`config.mk`:
```
export PLATFORM = sky130hd
export DESIGN_NAME = mpr121_poller
export DESIGN_NICKNAME = d
export VERILOG_FILES = /design/src/rtl/mpr121_poller_pkg.sv /design/src/rtl/mpr121_poller_holdoff.sv /design/src/rtl/mpr121_poller.sv
export SDC_FILE = /design/constraint.sdc
export NUM_CORES = 1
export LEC_CHECK = 0
export BUFFER_PORTS_ARGS = -buffer_cell sky130_fd_sc_hd__buf_2
export CAP_MARGIN = 0
export CORE_MARGIN = 4
export CORE_UTILIZATION = 25
export DETAILED_ROUTE_END_ITERATION = 16
export PLACE_DENSITY = 0.48
export SYNTH_ARGS = -nofsm -noshare
export SYNTH_HDL_FRONTEND = slang
export SYNTH_HIERARCHICAL = 1
export SYNTH_SLANG_ARGS = --single-unit
export TNS_END_PERCENT = 20
```
`constraint.sdc`:
```
create_clock -name clk -period 3.02 [get_ports clk]
set_clock_uncertainty 0.2 [all_clocks]
set_input_delay 0.604 -clock clk [delete_from_list [all_inputs] [get_ports clk]]
set_output_delay 0.604 -clock clk [all_outputs]
set_load 0.1 [all_outputs]
```
`src/rtl/mpr121_poller_pkg.sv`:
```
// mpr121_defs: shared states, register map and command encodings for the MPR121 poller
// Contents: poller_state_t sequencer states, MPR121 register constants,
// electrode count, and i2c_master command flag bundles {start, read, write, write_multiple, stop}.
package mpr121_defs;
  localparam int MPR121_ELECTRODES = 12;
  localparam logic [7:0] MPR121_REG_STATUS = 8'h00;
  localparam logic [7:0] MPR121_REG_ECR = 8'h5E;
  localparam logic [7:0] MPR121_REG_SOFTRESET = 8'h80;
  localparam logic [7:0] MPR121_SOFTRESET_VAL = 8'h63;
  typedef enum logic [3:0] {
    RST_CMD, RST_REG, RST_VAL, ECR_CMD, ECR_REG, ECR_VAL, WAIT,
    PTR_CMD, PTR_DATA, RD0_CMD, RD0_DATA, RD1_CMD, RD1_DATA, UPDATE, ERR_WAIT
  } poller_state_t;
  typedef struct packed {
    logic start;
    logic read;
    logic write;
    logic write_multiple;
    logic stop;
  } cmd_flags_t;
  localparam cmd_flags_t CMD_REG_WRITE = 5'b10011;
  localparam cmd_flags_t CMD_PTR_WRITE = 5'b10100;
  localparam cmd_flags_t CMD_READ_FIRST = 5'b11000;
  localparam cmd_flags_t CMD_READ_LAST = 5'b01001;
endpackage

```
`src/rtl/mpr121_poller_holdoff.sv`:
```
// touch_holdoff: one electrode's press hold-off counter and press qualifier
// Ports: clk, rst_n (async active-low), update (status update strobe),
// rise (electrode newly touched), press (rise accepted because hold-off expired).
// A counter at 1 during the update cycle reaches 0 on that edge, so it already counts as expired.
module touch_holdoff #(
  parameter int HOLDOFF_CYCLES = 2700000
) (
  input  logic clk,
  input  logic rst_n,
  input  logic update,
  input  logic rise,
  output logic press
);
  localparam int W = $clog2(HOLDOFF_CYCLES + 1);
  logic [W-1:0] cnt;
  assign press = rise && cnt <= W'(1);
  always_ff @(posedge clk or negedge rst_n)
    if (!rst_n) cnt <= '0;
    else if (update && press) cnt <= W'(HOLDOFF_CYCLES);
    else if (cnt != '0) cnt <= cnt - W'(1);
endmodule

```
`src/rtl/mpr121_poller.sv`:
```
// mpr121_poller: init and periodic touch-status polling of one MPR121 over an i2c_master
// Ports: clk, rst_n (async active-low), enable (permits polling);
// m_cmd_* command stream, m_data_* write stream, s_rx_* read stream, missed_ack to/from i2c_master;
// init_done, touch_state, touch_press (1-cycle), toggle, error_count (saturating) to the front panel.
// Build option: MPR121_DEBOUNCE_EN adds a per-electrode press hold-off of HOLDOFF_CYCLES.
module mpr121_poller
  import mpr121_defs::*;
#(
  parameter logic [6:0] I2C_ADDR = 7'h5A,
  parameter logic [7:0] ECR_VALUE = 8'h8C,
  parameter int POLL_CYCLES = 270000,
  parameter int HOLDOFF_CYCLES = 2700000
) (
  input  logic                         clk,
  input  logic                         rst_n,
  input  logic                         enable,
  output logic [6:0]                   m_cmd_address,
  output logic                         m_cmd_start,
  output logic                         m_cmd_read,
  output logic                         m_cmd_write,
  output logic                         m_cmd_write_multiple,
  output logic                         m_cmd_stop,
  output logic                         m_cmd_valid,
  input  logic                         m_cmd_ready,
  output logic [7:0]                   m_data_tdata,
  output logic                         m_data_tvalid,
  output logic                         m_data_tlast,
  input  logic                         m_data_tready,
  input  logic [7:0]                   s_rx_tdata,
  input  logic                         s_rx_tvalid,
  input  logic                         s_rx_tlast,
  output logic                         s_rx_tready,
  input  logic                         missed_ack,
  output logic                         init_done,
  output logic [MPR121_ELECTRODES-1:0] touch_state,
  output logic [MPR121_ELECTRODES-1:0] touch_press,
  output logic [MPR121_ELECTRODES-1:0] toggle,
  output logic [7:0]                   error_count
);
  localparam int CW = $clog2(POLL_CYCLES + 1);
  poller_state_t state, nxt;
  cmd_flags_t flags;
  logic [CW-1:0] cnt;
  logic [7:0] dbyte, rx_lo;
  logic [3:0] rx_hi;
  logic dlast, cmd_st, data_st, rx_st, upd;
  logic [MPR121_ELECTRODES-1:0] new_touch, rise, press;
  assign cmd_st = state inside {RST_CMD, ECR_CMD, PTR_CMD, RD0_CMD, RD1_CMD};
  assign data_st = state inside {RST_REG, RST_VAL, ECR_REG, ECR_VAL, PTR_DATA};
  assign rx_st = state inside {RD0_DATA, RD1_DATA};
  assign upd = state == UPDATE && !missed_ack;
  // OVCF and the unused high-byte bits are dropped here
  assign new_touch = {rx_hi, rx_lo};
  assign rise = new_touch & ~touch_state;
`ifdef MPR121_DEBOUNCE_EN
  for (genvar i = 0; i < MPR121_ELECTRODES; i++) begin : g_hold
    touch_holdoff #(.HOLDOFF_CYCLES(HOLDOFF_CYCLES)) u_hold (
      .clk(clk), .rst_n(rst_n), .update(upd), .rise(rise[i]), .press(press[i])
    );
  end
`else
  assign press = rise;
`endif
  always_comb begin
    nxt = state;
    flags = '0;
    dbyte = MPR121_REG_STATUS;
    dlast = 1'b0;
    case (state)
      RST_CMD:  begin nxt = RST_REG; flags = CMD_REG_WRITE; end
      RST_REG:  begin nxt = RST_VAL; dbyte = MPR121_REG_SOFTRESET; end
      RST_VAL:  begin nxt = ECR_CMD; dbyte = MPR121_SOFTRESET_VAL; dlast = 1'b1; end
      ECR_CMD:  begin nxt = ECR_REG; flags = CMD_REG_WRITE; end
      ECR_REG:  begin nxt = ECR_VAL; dbyte = MPR121_REG_ECR; end
      ECR_VAL:  begin nxt = WAIT; dbyte = ECR_VALUE; dlast = 1'b1; end
      PTR_CMD:  begin nxt = PTR_DATA; flags = CMD_PTR_WRITE; end
      PTR_DATA: nxt = RD0_CMD;
      RD0_CMD:  begin nxt = RD0_DATA; flags = CMD_READ_FIRST; end
      RD0_DATA: nxt = RD1_CMD;
      RD1_CMD:  begin nxt = RD1_DATA; flags = CMD_READ_LAST; end
      RD1_DATA: nxt = UPDATE;
      default:  nxt = state;
    endcase
  end
  // Valids rise one cycle after entering a state and fall the cycle after the handshake,
  // so payload is only loaded while its valid is low.
  always_ff @(posedge clk or negedge rst_n) begin
    if (!rst_n) begin
      state <= RST_CMD;
      cnt <= '0;
      m_cmd_address <= '0;
      {m_cmd_start, m_cmd_read, m_cmd_write, m_cmd_write_multiple, m_cmd_stop} <= '0;
      m_cmd_valid <= 1'b0;
      m_data_tdata <= '0;
      m_data_tvalid <= 1'b0;
      m_data_tlast <= 1'b0;
      s_rx_tready <= 1'b0;
      rx_lo <= '0;
      rx_hi <= '0;
      init_done <= 1'b0;
      touch_state <= '0;
      touch_press <= '0;
      toggle <= '0;
      error_count <= '0;
    end else begin
      touch_press <= '0;
      if (missed_ack && state != WAIT) begin
        m_cmd_valid <= 1'b0;
        m_data_tvalid <= 1'b0;
        s_rx_tready <= 1'b0;
        init_done <= 1'b0;
        error_count <= error_count + {7'd0, error_count != 8'hFF};
        cnt <= '0;
        state <= ERR_WAIT;
      end else if (cmd_st) begin
        if (m_cmd_valid && m_cmd_ready) begin
          m_cmd_valid <= 1'b0;
          state <= nxt;
        end else if (!m_cmd_valid) begin
          m_cmd_valid <= 1'b1;
          m_cmd_address <= I2C_ADDR;
          {m_cmd_start, m_cmd_read, m_cmd_write, m_cmd_write_multiple, m_cmd_stop} <= flags;
        end
      end else if (data_st) begin
        if (m_data_tvalid && m_data_tready) begin
          m_data_tvalid <= 1'b0;
          init_done <= init_done || state == ECR_VAL;
          state <= nxt;
        end else if (!m_data_tvalid) begin
          m_data_tvalid <= 1'b1;
          m_data_tdata <= dbyte;
          m_data_tlast <= dlast;
        end
      end else if (rx_st) begin
        if (s_rx_tvalid && s_rx_tready) begin
          s_rx_tready <= 1'b0;
          rx_lo <= state == RD0_DATA ? s_rx_tdata : rx_lo;
          rx_hi <= state == RD1_DATA ? s_rx_tdata[3:0] : rx_hi;
          state <= nxt;
        end else s_rx_tready <= 1'b1;
      end else if (upd) begin
        touch_state <= new_touch;
        touch_press <= press;
        toggle <= toggle ^ press;
        state <= WAIT;
      end else if (cnt != CW'(POLL_CYCLES - 1)) cnt <= cnt + CW'(1);
      else if (state == ERR_WAIT || enable) begin
        cnt <= '0;
        state <= state == ERR_WAIT ? RST_CMD : PTR_CMD;
      end
    end
  end
endmodule

```
Word-level counts from Yosys, hierarchy flattened
Index checks and enable logic that the tools add are counted.
- add/sub/neg operators: 2
- multipliers: 0
- div/mod/pow operators: 0
- order comparisons: 0
- eq/ne operators: 24
- shift-type cells: 0
- mux-type cells: 43
- bitwise gates (word level): 11
- reduce and logical (&&, ||, !) cells: 30
- operator list (kind ; number):
    19-bit 2-to-1 mux ; 7
    12-bit 2-to-1 mux ; 5
    4-bit one-hot mux with 12 select lines ; 1
    4-bit 2-to-1 mux ; 10
    8-bit one-hot mux with 4 select lines ; 1
    4-bit equality test (second input constant) ; 7
    5-bit one-hot mux with 4 select lines ; 1
    5-bit AND reduction ; 4
    19-bit by 1-bit adder with 19-bit output (second input constant) ; 1
    19-bit inequality test (second input constant) ; 1
    1-bit 2-to-1 mux ; 17
    12-bit bitwise AND ; 1
    4-bit by 3-bit equality test with 1-bit output (second input constant) ; 3
    12-bit inverter ; 1
    6-bit AND reduction ; 2
    12-bit bitwise XOR ; 1
    2-bit nonzero test ; 5
    5-bit nonzero test ; 2
    8-bit by 1-bit adder with 8-bit output ; 1
    4-bit by 2-bit equality test with 1-bit output (second input constant) ; 2
    2-bit by 1-bit inequality test with 1-bit output (second input constant) ; 4
    8-bit inequality test (second input constant) ; 1
    1-bit inverter ; 8
    6-bit inequality test (second input constant) ; 1
    16 further kinds ; 23
- bits in registers: 98
- latch bits: 0
- RAM bits: 0
- bits in read-only memories: 0
- input port bits: 16
- output and inout bits: 69
- word-level logic and storage cells: 130
- memories kept: 0

Longest topological paths before layout
- depth after elaboration: 9
- mapped depth: 9
- mapped depth without buffers: 7

Worst setup path before layout
OpenSTA, ideal clock, no wires.
- kind: register to register
- start: reg error_count[2]
- end: reg error_count[1]
- setup time: 0.126 ns
- data arrival time: 2.155 ns
- data required time: 2.694 ns
- setup slack: 0.539 ns
- stages on the path, launching flop included: 6
- path buffers: 0
- period minus slack after synthesis: 2.481 ns
- cell sequence: dfrtp_1 and4_1 nand3_1 ha_1 ha_1 mux2_2
- cells in the longest elaborated chain, start to end: 2
- RTL lines (item ; RTL line ; source):
    start, declared ; mpr121_poller.sv:38 ; output logic [7:0] error_count
    start signal, assigned ; mpr121_poller.sv:112 ; error_count <= error_count + {7'd0, error_count != 8'hFF};
    8-bit inequality test ; mpr121_poller.sv:112 ;
    8-bit by 1-bit adder with 8-bit output ; mpr121_poller.sv:112 ;
No other way between the ends.
A chain may end at the register's enable or synchronous reset.

Final worst setup path
- start: reg state[1]
- end: reg cnt[9]
- cells in the longest elaborated chain, start to end: 4
- elaborated cells on any way between the ends: 28
- classes of those cells: 18 x eq/ne; 1 x mux; 9 x reduce/logical
- RTL lines (item ; RTL line ; source):
    start, declared ; mpr121_poller.sv:41 ; poller_state_t state, nxt;
    start signal, assigned ; mpr121_poller.sv:118 ; state <= nxt;
    start signal, assigned ; mpr121_poller.sv:128 ; state <= nxt;
    start signal, assigned ; mpr121_poller.sv:139 ; state <= nxt;
    4-bit by 1-bit equality test with 1-bit output (tied with other cells) ; mpr121_poller.sv:49 ; assign data_st = state inside {RST_REG, RST_VAL, ECR_REG, ECR_VAL, PTR_DATA};
    5-bit nonzero test (tied with other cells) ; mpr121_poller.sv:49 ;
    2-bit by 1-bit inequality test with 1-bit output (no source line) or 3-bit nonzero test (tied branches) ; - ;
    5-bit AND reduction (no source line) ; - ;
    end signal, assigned ; mpr121_poller.sv:146 ; end else if (cnt != CW'(POLL_CYCLES - 1)) cnt <= cnt + CW'(1);
    end, declared ; mpr121_poller.sv:43 ; logic [CW-1:0] cnt;
Parallel ways exist; a longest one is shown, timed or not.

==> results by group <==
Status
  – Status: completed

Setup path
  – Worst reg2reg setup slack: 0.36 ns
  – Worst setup path endpoint: cnt[9]
  – Worst Setup End Kind: flip-flop
  – Critical path launch point type: flip-flop
  – CP max-delay cell: dfrtp_1
  – CP arrival: 2.67 ns
  – Reg2reg path depth: 6
  – CP Max Fanout: 18
  – Critical path required time: 3.03 ns
  – Worst r2r src: state[1]
  – Reg2reg end: cnt[9]
  – Crit path launch: state[1]
  – Crit Path Class: reg -> reg
  – Crit path cell chain: nand2_1, o21ai_1, nand4_1, nor4b_1, xnor2_1, nor2_1
  – Max stage delay on crit path: ~0.74 ns

Timing
  – Peak Freq: 0.3762 GHz
  – Tcrit/Tclk final: roughly 90%
  – Final Max Tran Viols: 0
  – Final Hold Viols: 0
  – Slew Limit Headroom: approximately 60%
  – Endpoints failing setup: 0
  – Unrepaired setup endpoints after global routing: false
  – Fin crit period: 2.658 ns
  – Sum Neg Setup Slack: 0 ns
  – Least-Margin Pin Slew: 0.6238 ns

Clocking
  – CTS sink cnt: 95
  – Clock tree buffer depth: 2
  – CTS Hold Bufs: 0
  – Post-CTS Setup Inserts: 0
  – CTS Root Cell: clkbuf_16
  – Htree depth: 3
  – Post-cts sizing count: 0
  – Worst-path clk slew: 0.07 ns
  – TritonCTS clock tree: done
  – Num CTS Buffers: 9
  – Clk Latency, worst-skew pair: 0.35 ns

Placement
  – Post-DP HPWL: 7474 microns
  – GP Congestion: 0.8422
  – PortBufs: 80

Floorplanning
  – Die X: 141.2 microns
  – Die area: ~20,000 sq um
  – Io pins: 85
  – # rows: 48
  – Height of the chip: 141.2 microns
  – Area of the core: 17,360 sq um
  – Initial core utilization: 25.57%

Final layout
  – Commonest cells after routing, fill and taps aside: dfrtp_1 (95), buf_2 (79), nor2_1 (34), nand2_1 (28), mux2_2 (26)
  – Ant. Diodes: 0
  – Area Overhead vs Synth: 20.33%
  – Final #Nets: 486
  – Commonest non-fill, non-tap cell in the layout: dfrtp_1
  – Layout cells sized above 1: 29.87%

Worst hold path
  – HP Class: in -> async

Yosys
  – Number of flops mapped to enable cells by yosys: 0
  – Syn_area_per_cell: around 11 sq um
  – Synth Flop Type: dfrtp_1
  – Synth Cell Area: 4438 sq um
  – Distinct cells, synth: 57
  – Ys async rst share: 100.0%
  – Post-Syn Instances: a little under 400
  – Seq cells post-synth: 95
  – Seq/Total Area, Yosys: 53.57%
  – Ys Warns: 6

Job
  – Max Cap Violations: 0

Detailed routing
  – DR iter-0 viols: between 150 and 200
  – DRT Wirelength: 10,560 microns
  – DR vias: 3,191
  – DRC viols: 0
  – Antenna viol nets, final: 0
  – DR vias/cell: ~4.6
  – Wirelength per Cell: 15.15 microns
  – First drt pass iteration count: 4

Global route
  – Pin count of the biggest net entering global routing: 43
  – Number of global-route vias before repair: 3,319
  – Total gr overflow: 0
  – First-pass GRT wire length: between 15,000 and 20,000 microns
  – GRT Overall Usage: 11.14%
  – Initial antenna violation count: 1
==> area by class of cell <==
class,instances,area [sq um]
inverter,4,15.01
multi-input combinational,268,1887
fill,1767,12020
clock buffer,11,232.7
timing repair buffer,89,483.0
sequential,95,2377
tap,225,281.5
clock inverter,5,63.81
==> logic make-up after synthesis <==
kind of cell	Yosys count	synth area share, %
other	1	0.08450
XOR/XNOR	37	7.302
buffers and inverters	30	4.088
AO/OA/AOI/OAI	46	7.697
multiplexers	29	7.386
flip-flops	95	53.57
AND/OR/NAND/NOR	150	19.03
adder cells (fa/ha/maj)	3	0.8459
==> Yosys cell counts (7+ instances only) <==
cell | instances | area (sq um)
nand3_1 | 11 | 55.05
a21oi_1 | 12 | 60.06
nand4_1 | 9 | 56.30
nand2_1 | 28 | 105.1
buf_4 | 11 | 82.58
xor2_1 | 13 | 113.9
xnor2_1 | 24 | 210.2
buf_2 | 10 | 50.05
nor3_1 | 7 | 35.03
o21ai_0 | 7 | 35.03
nor2_1 | 34 | 127.6
dfrtp_1 | 95 | 2377
mux2_2 | 26 | 292.8
nor3b_1 | 18 | 135.1
==> metrics by stage <==
| stage | instance area (sq um) | worst slack, ns | util (%) | std cells | hold slack, ns |
|---|---|---|---|---|---|
| final | 5340 | 0.3621 | 30.77 | 697 | 0.06253 |
| after global routing | 5340 | 0.1495 | 30.77 | 697 | 0.09695 |
| after CTS | 5340 | 0.4092 | 30.77 | 697 | 0.07927 |
| after detailed placement | 5044 | 0.4108 | 29.06 | 681 | 0.2537 |
| after global placement | 5044 | 0.4072 | 29.06 | 681 | 0.2496 |
| after floorplan | 4446 | 0.5392 | - | 393 | 0.1084 |
==> sequential cells by signal, indices dropped and copies added (netlist names), 4 cells and up <==
| register | cells |
|---|---|
| error_count | 8 |
| cnt | 19 |
| state | 4 |
| rx_hi | 4 |
| toggle | 12 |
| m_data_tdata | 5 |
| rx_lo | 8 |
| touch_state | 12 |
| touch_press | 12 |
==> worst min-delay path by stage <==
stage               slack [ns]        endpoint  depth (start not counted)
floorplan                 0.11          cnt[0]                          0
global placement          0.25       toggle[8]                          1
detailed placement        0.25       toggle[5]                          1
CTS                       0.08  touch_state[4]                          1
global route               0.1  touch_state[4]                          1
finish                    0.06  error_count[2]                          1
==> layer usage <==
layer / global-route usage (%) / part of all wire [%] / vias to the layer above
li1: - / - / 1525
met1: 14.56 / 46 / 1580
met2: 17.93 / 47 / 78
met3: 4.037 / 5.9 / 6
met4: 2.142 / 0.63 / 2
met5: 0 / 0.12 / -
==> worst max-delay path, delay by kind of cell (launching register included) <==
family / cells / cell delay, ns
xor+xnor: 1 / 0.17
compound gates: 1 / 0.26
simple gates: 4 / 1.15
flops: 1 / 0.74
Power is not shown: default switching activity piles up to over one toggle a cycle in this logic, so the estimate is an artifact.
